## src/rtl/hazard_ctrl.sv

```systemverilog
// hazard_ctrl: pipeline hazard controller for the five-stage datapath.
//
// Generates the hold/flush controls for the PC, IF/ID, ID/EX and EX/MEM+MEM/WB
// registers. It also generates the EX-stage operand forwarding selects. It
// sequences multi-cycle data-memory accesses with a timeout watchdog.
//
// Ports:
//   clk, rst           rising-edge clock, synchronous active-low reset
//   id_*               source fields and branch outcome of the ID instruction
//   ex_*               fields read back from the ID/EX register output
//   mem_*, dmem_ready  MEM-stage destination/write-enable, access, memory ready
//   wb_*               WB-stage destination/write-enable
//   stall_*, clear_*   register hold / flush controls (1 = hold / flush)
//   fwd_a, fwd_b       EX operand select: 00 reg file, 10 MEM result, 01 WB result
//   mem_timeout        sticky flag: data memory exceeded WAIT_MAX wait cycles
//   stall_cnt          saturating count of cycles spent with the PC held
module hazard_ctrl #(
  parameter int unsigned WAIT_MAX = 16,
  parameter int unsigned CNT_W    = 16
) (
  input  logic             clk,
  input  logic             rst,
  input  logic [4:0]       id_rs,
  input  logic [4:0]       id_rt,
  input  logic             id_uses_rt,
  input  logic             id_branch_taken,
  input  logic [4:0]       ex_rs,
  input  logic [4:0]       ex_rt,
  input  logic [4:0]       ex_dst,
  input  logic             ex_mem_r,
  input  logic             ex_w_reg_ena,
  input  logic [4:0]       mem_dst,
  input  logic             mem_w_reg_ena,
  input  logic             mem_access,
  input  logic             dmem_ready,
  input  logic [4:0]       wb_dst,
  input  logic             wb_w_reg_ena,
  output logic             stall_pc,
  output logic             stall_ifid,
  output logic             clear_ifid,
  output logic             stall_idex,
  output logic             clear_idex,
  output logic             stall_exmem,
  output logic [1:0]       fwd_a,
  output logic [1:0]       fwd_b,
  output logic             mem_timeout,
  output logic [CNT_W-1:0] stall_cnt
);

  localparam int unsigned WCNT_W = $clog2(WAIT_MAX + 1);

  typedef enum logic [1:0] {
    ST_RUN  = 2'd0,
    ST_WAIT = 2'd1,
    ST_ERR  = 2'd2
  } state_t;

  state_t            state;
  logic [WCNT_W-1:0] wait_cnt;

  logic memfreeze;
  logic loaduse;
  logic rt_hit;

  // ex_dst / ex_w_reg_ena are reserved for ID-stage branch-compare forwarding.
  // They are wired in but do not affect any output yet.
  logic unused_reserved;
  assign unused_reserved = ^{ex_dst, ex_w_reg_ena};

  // The RUN-state term covers the first wait cycle before the FSM has moved
  // to WAIT. In WAIT, a ready memory releases the freeze in the same cycle,
  // so the pipeline advances on the completing edge.
  always_comb begin
    memfreeze = 1'b0;
    unique case (state)
      ST_RUN:  memfreeze = mem_access & ~dmem_ready;
      ST_WAIT: memfreeze = ~dmem_ready;
      ST_ERR:  memfreeze = 1'b1;
      default: memfreeze = 1'b1;
    endcase
  end

  always_comb begin
    rt_hit  = id_uses_rt & (ex_rt == id_rt);
    loaduse = ex_mem_r & (ex_rt != 5'd0) & ((ex_rt == id_rs) | rt_hit);
  end

  // The outputs follow a fixed priority: freeze, then load-use, then branch.
  // A load-use stall holds IF/ID with no flush, so a taken branch in ID is
  // re-evaluated on the next cycle instead of being lost.
  always_comb begin
    stall_pc    = 1'b0;
    stall_ifid  = 1'b0;
    clear_ifid  = 1'b0;
    stall_idex  = 1'b0;
    clear_idex  = 1'b0;
    stall_exmem = 1'b0;
    if (!rst) begin
      clear_ifid = 1'b1;
      clear_idex = 1'b1;
    end else if (memfreeze) begin
      stall_pc    = 1'b1;
      stall_ifid  = 1'b1;
      stall_idex  = 1'b1;
      stall_exmem = 1'b1;
    end else if (loaduse) begin
      stall_pc   = 1'b1;
      stall_ifid = 1'b1;
      clear_idex = 1'b1;
    end else if (id_branch_taken) begin
      clear_ifid = 1'b1;
    end
  end

  // Forwarding ignores stalls. The younger MEM result wins over WB.
  // Register 0 is never forwarded.
  always_comb begin
    fwd_a = 2'b00;
    fwd_b = 2'b00;
    if (rst) begin
      if (mem_w_reg_ena && mem_dst != 5'd0 && mem_dst == ex_rs)
        fwd_a = 2'b10;
      else if (wb_w_reg_ena && wb_dst != 5'd0 && wb_dst == ex_rs)
        fwd_a = 2'b01;

      if (mem_w_reg_ena && mem_dst != 5'd0 && mem_dst == ex_rt)
        fwd_b = 2'b10;
      else if (wb_w_reg_ena && wb_dst != 5'd0 && wb_dst == ex_rt)
        fwd_b = 2'b01;
    end
  end

  // wait_cnt counts freeze cycles of the current access. It is loaded with 1
  // on entry to WAIT because the RUN cycle that saw ~dmem_ready already
  // stalled. As a result, the ERR transition lands exactly on freeze cycle
  // WAIT_MAX.
  always_ff @(posedge clk) begin
    if (!rst) begin
      state       <= ST_RUN;
      wait_cnt    <= '0;
      stall_cnt   <= '0;
      mem_timeout <= 1'b0;
    end else begin
      if (stall_pc && stall_cnt != '1)
        stall_cnt <= stall_cnt + CNT_W'(1);

      unique case (state)
        ST_RUN: begin
          if (mem_access && !dmem_ready) begin
            state    <= ST_WAIT;
            wait_cnt <= WCNT_W'(1);
          end
        end
        ST_WAIT: begin
          if (dmem_ready) begin
            state    <= ST_RUN;
            wait_cnt <= '0;
          end else if (wait_cnt == WCNT_W'(WAIT_MAX - 1)) begin
            state       <= ST_ERR;
            mem_timeout <= 1'b1;
          end else begin
            wait_cnt <= wait_cnt + WCNT_W'(1);
          end
        end
        ST_ERR: begin
          mem_timeout <= 1'b1;
        end
        default: begin
          state <= ST_ERR;
        end
      endcase
    end
  end

endmodule

```

## config.mk

```make
export PLATFORM = sky130hd
export DESIGN_NAME = hazard_ctrl
export DESIGN_NICKNAME = d
export VERILOG_FILES = /design/src/rtl/hazard_ctrl.sv
export SDC_FILE = /design/constraint.sdc
export NUM_CORES = 1
export LEC_CHECK = 0
export CORE_MARGIN = 4
export CORE_UTILIZATION = 43
export DETAILED_ROUTE_END_ITERATION = 10
export PLACE_DENSITY_LB_ADDON = 0.25
export SLEW_MARGIN = 10
export SYNTH_ARGS = -nofsm -noshare
export SYNTH_HDL_FRONTEND = slang
export SYNTH_SLANG_ARGS = --single-unit
```

## constraint.sdc

```tcl
create_clock -name clk -period 3.15 [get_ports clk]
set_clock_uncertainty 0.05 [all_clocks]
set_input_delay 0.7875 -clock clk [delete_from_list [all_inputs] [get_ports clk]]
set_output_delay 0.7875 -clock clk [all_outputs]
set_load 0.05 [all_outputs]
```

==> load_flow_metrics.sql <==
INSERT INTO impl_metrics (metric_group, metric, value, unit) VALUES
('power_and_ir_drop', 'fin_total_pwr', '0.7319', 'mW'),
('power_and_ir_drop', 'p_per_area', '261.7', 'mW/mm²'),
('worst_setup_path', 'cpLargestDelayFamily', 'simple AND/OR/NAND/NOR gates', ''),
('timing', 'timing.final.max_slew_violations', '0', ''),
('finish', 'final-instance-count-excl-fill', '350', ''),
('worst_setup_path', 'crit_path_top_delay_cell', 'sky130_fd_sc_hd__or4_1', ''),
('power_and_ir_drop', 'ir_worst_vdd', '0.1750', 'mV'),
('placement', 'post-place-ws', '-0.3341', 'ns'),
('floorplan', 'die_w', '72.08', 'µm'),
('route', 'wl_per_cell', '13.66', 'µm'),
('finish', 'fin_area', '0.002796', 'mm²'),
('route', 'postRouteWirelength', '4781', 'µm'),
('synthesis', 'syn-num-nets', '262', ''),
('timing', 'max_freq', '321.8', 'MHz'),
('worst_setup_path', 'cp_data_required_time', '2.31', 'ns'),
('global_routing', 'grt_util_all_layers', '19.10', '%'),
('route', 'vias_per_inst', '5.397', ''),
('worst_setup_path', 'critical_path.max_stage_delay', '0.53', 'ns'),
('global_routing', 'grt_pass1_vias', '1841', ''),
('floorplan', 'dieArea', '0.005195', 'mm²'),
('worst_setup_path', 'critical_path.reg2reg.startpoint', 'stall_cnt[0]', ''),
('worst_setup_path', 'timing.reg2reg.worst_path_depth', '7', ''),
('floorplan', 'floorplan.initialDensity', '44.45', '%'),
('timing', 'setup_slack', '0.04250', 'ns'),
('timing', 'post-route-period-util', '98.65', '%'),
('synthesis', 'synthesized_instance_count', '214', ''),
('synthesis', 'syn_area', '0.001765', 'mm²'),
('status', 'outcome', 'completed', ''),
('worst_setup_path', 'regToRegEndpoint', 'stall_cnt[14]', ''),
('worst_setup_path', 'timing.critical_path.from_type', 'input pin', ''),
('timing', 'final_hold_viol_count', '0', ''),
('route', 'detailed_route_via_count', '1889', ''),
('clock_tree', 'tritoncts.num_buffers', '3', ''),
('finish', 'fillers', '330', ''),
('worst_setup_path', 'critPathCaptureType', 'primary output', ''),
('route', 'top_layer_used', 'met4', ''),
('route', 'routed-wl-met2', '2442', 'µm'),
('synthesis', 'synth_edf_count', '0', ''),
('placement', 'numPlacedInstances', '345', ''),
('timing', 'layout_min_cycle_time', '3.107', 'ns'),
('worst_hold_path', 'worst_hold_startpoint', 'wait_cnt[4]', ''),
('worst_setup_path', 'setup.reg_to_reg.worst_slack', '1.09', 'ns'),
('worst_setup_path', 'path_class', 'in2out', ''),
('finish', 'area_growth', '58.40', '%'),
('synthesis', 'ys_dominant_reg_cell', 'sky130_fd_sc_hd__dfxtp_1', ''),
('timing', 'setup_tns', '0', 'ns'),
('global_routing', 'number_of_antenna_violations_at_the_first_check_in_global_routing', '0', ''),
('floorplan', 'pin_count', '72', ''),
('placement', 'post_dp_cell_area', '0.002690', 'mm²'),
('placement', 'place.gp.congestion', '0.8194', ''),
('worst_hold_path', 'hold_path_class', 'reg2reg', ''),
('clock_tree', 'h_tree_depth', '1', ''),
('synthesis', 'synth_seq_area_share', '27.21', '%'),
('route', 'drc', '0', ''),
('synthesis', 'synthArstFlopShare', '0', '%'),
('floorplan', 'core', '0.003971', 'mm²'),
('worst_setup_path', 'cp_max_fo', '3', ''),
('route', 'drt_first_iter_violations', '91', ''),
('clock_tree', 'cts_root_buf', 'sky130_fd_sc_hd__clkbuf_8', ''),
('clock_tree', 'clk_pin_slew_worst_paths', '0.08', 'ns'),
('clock_tree', 'insertion_delay', '0.26', 'ns'),
('finish', 'antenna_cells_inserted', '0', ''),
('clock_tree', 'clock-sinks', '24', ''),
('floorplan', 'rows', '23', ''),
('route', 'dr_wl_met3', '360', 'µm'),
('timing', 'setup-violations-final', '0', ''),
('route', 'detail_route.first_pass.iterations', '4', ''),
('worst_setup_path', 'worstPathBufferInverterCount', '2', ''),
('route', 'wirelength_met1', '1882', 'µm'),
('floorplan', 'die_height', '72.08', 'µm'),
('synthesis', 'netlist-cell-type-count', '49', '');
synth_stat cells, drive strengths merged, types with 3 or more instances:
library cell | count | area [µm²]
xnor2 | 16 | 140.1
or3 | 6 | 38.79
nand4 | 6 | 37.54
inv | 5 | 18.77
ha | 3 | 37.54
or4 | 11 | 82.58
nor4 | 5 | 31.28
nand2 | 16 | 60.06
clkbuf | 3 | 11.26
o21ai | 10 | 50.04
o31ai | 5 | 37.54
xor2 | 17 | 148.9
nor2 | 17 | 66.32
and2 | 3 | 21.27
dfxtp | 24 | 480.5
a21oi | 18 | 93.84
buf | 10 | 88.83
nand3 | 10 | 50.05
registers in the layout, summed over array words and instances (netlist names):
register / count
mem_timeout: 1
wait_cnt: 5
state: 2
stall_cnt: 16
area by class of cell:
cell class                      instances  area (µm²)  share of cell area [%]
Sequential cell                        24       480.5                   17.18
Tap cell                               50       62.56                   2.237
Multi-Input combinational cell        171        1269                   45.37
Inverter                                6       22.52                  0.8054
Clock buffer                            3       41.29                   1.477
Timing Repair Buffer                   96       920.9                   32.93
report_power, final:
group | total (mW) | leakage, nW | switching (mW) | internal [mW]
Clock | 0.178 | 0.0216 | 0.0926 | 0.0855
Sequential | 0.315 | 0.194 | 0.00665 | 0.309
Combinational | 0.239 | 0.838 | 0.119 | 0.119
layer usage:
layer / vias up / GRT usage [%]
met4: 0 / 8.559
met1: 863 / 20.98
met2: 66 / 34.98
li1: 954 / -
met3: 6 / 3.878
met5: - / 0
worst max path at each step:
stage               start    endpoint  slack [ns]  depth (start not counted)
2_1_floorplan  mem_dst[1]    fwd_a[0]       -0.26                          4
3_3_place_gp   mem_dst[1]    fwd_a[0]       -0.37                          6
3_5_place_dp   mem_dst[1]    fwd_a[0]       -0.33                          6
4_1_cts        mem_dst[2]    fwd_b[0]      -0.002                          7
5_1_grt        mem_dst[1]    fwd_a[0]       -0.02                          7
6_report         ex_rt[2]  clear_ifid        0.04                          7
tightest hold or removal path, stage by stage (launching register included):
cell and delay [ns]:
sky130_fd_sc_hd__dfxtp_1 0.32, sky130_fd_sc_hd__nor2_1 0.10, sky130_fd_sc_hd__a211oi_1 0.05
cells by family after synthesis:
kind of cell    Yosys count  synth area share (%)
simple gates             84                 25.87
compound gates           49                 20.34
xor+xnor                 33                 16.37
flops                    24                 27.21
buf+inv                  19                 6.945
fa+ha+maj                 3                 2.126
mux                       2                 1.134
what timing repair did:
item	CTS	global route
setup buffers	2	2
setup endpoints to repair	8	4
pin swaps	16	12
resized for setup	51	10
per-stage QoR:
stage,hold slack [ns],utilization (%)
after detailed placement,0.4488,67.74
after global routing,0.4705,70.42
after CTS,0.4602,70.35
after global placement,0.4259,67.74
after floorplan,0.4216,-
final,0.4583,70.42
Power figures use the tool's default switching activity.
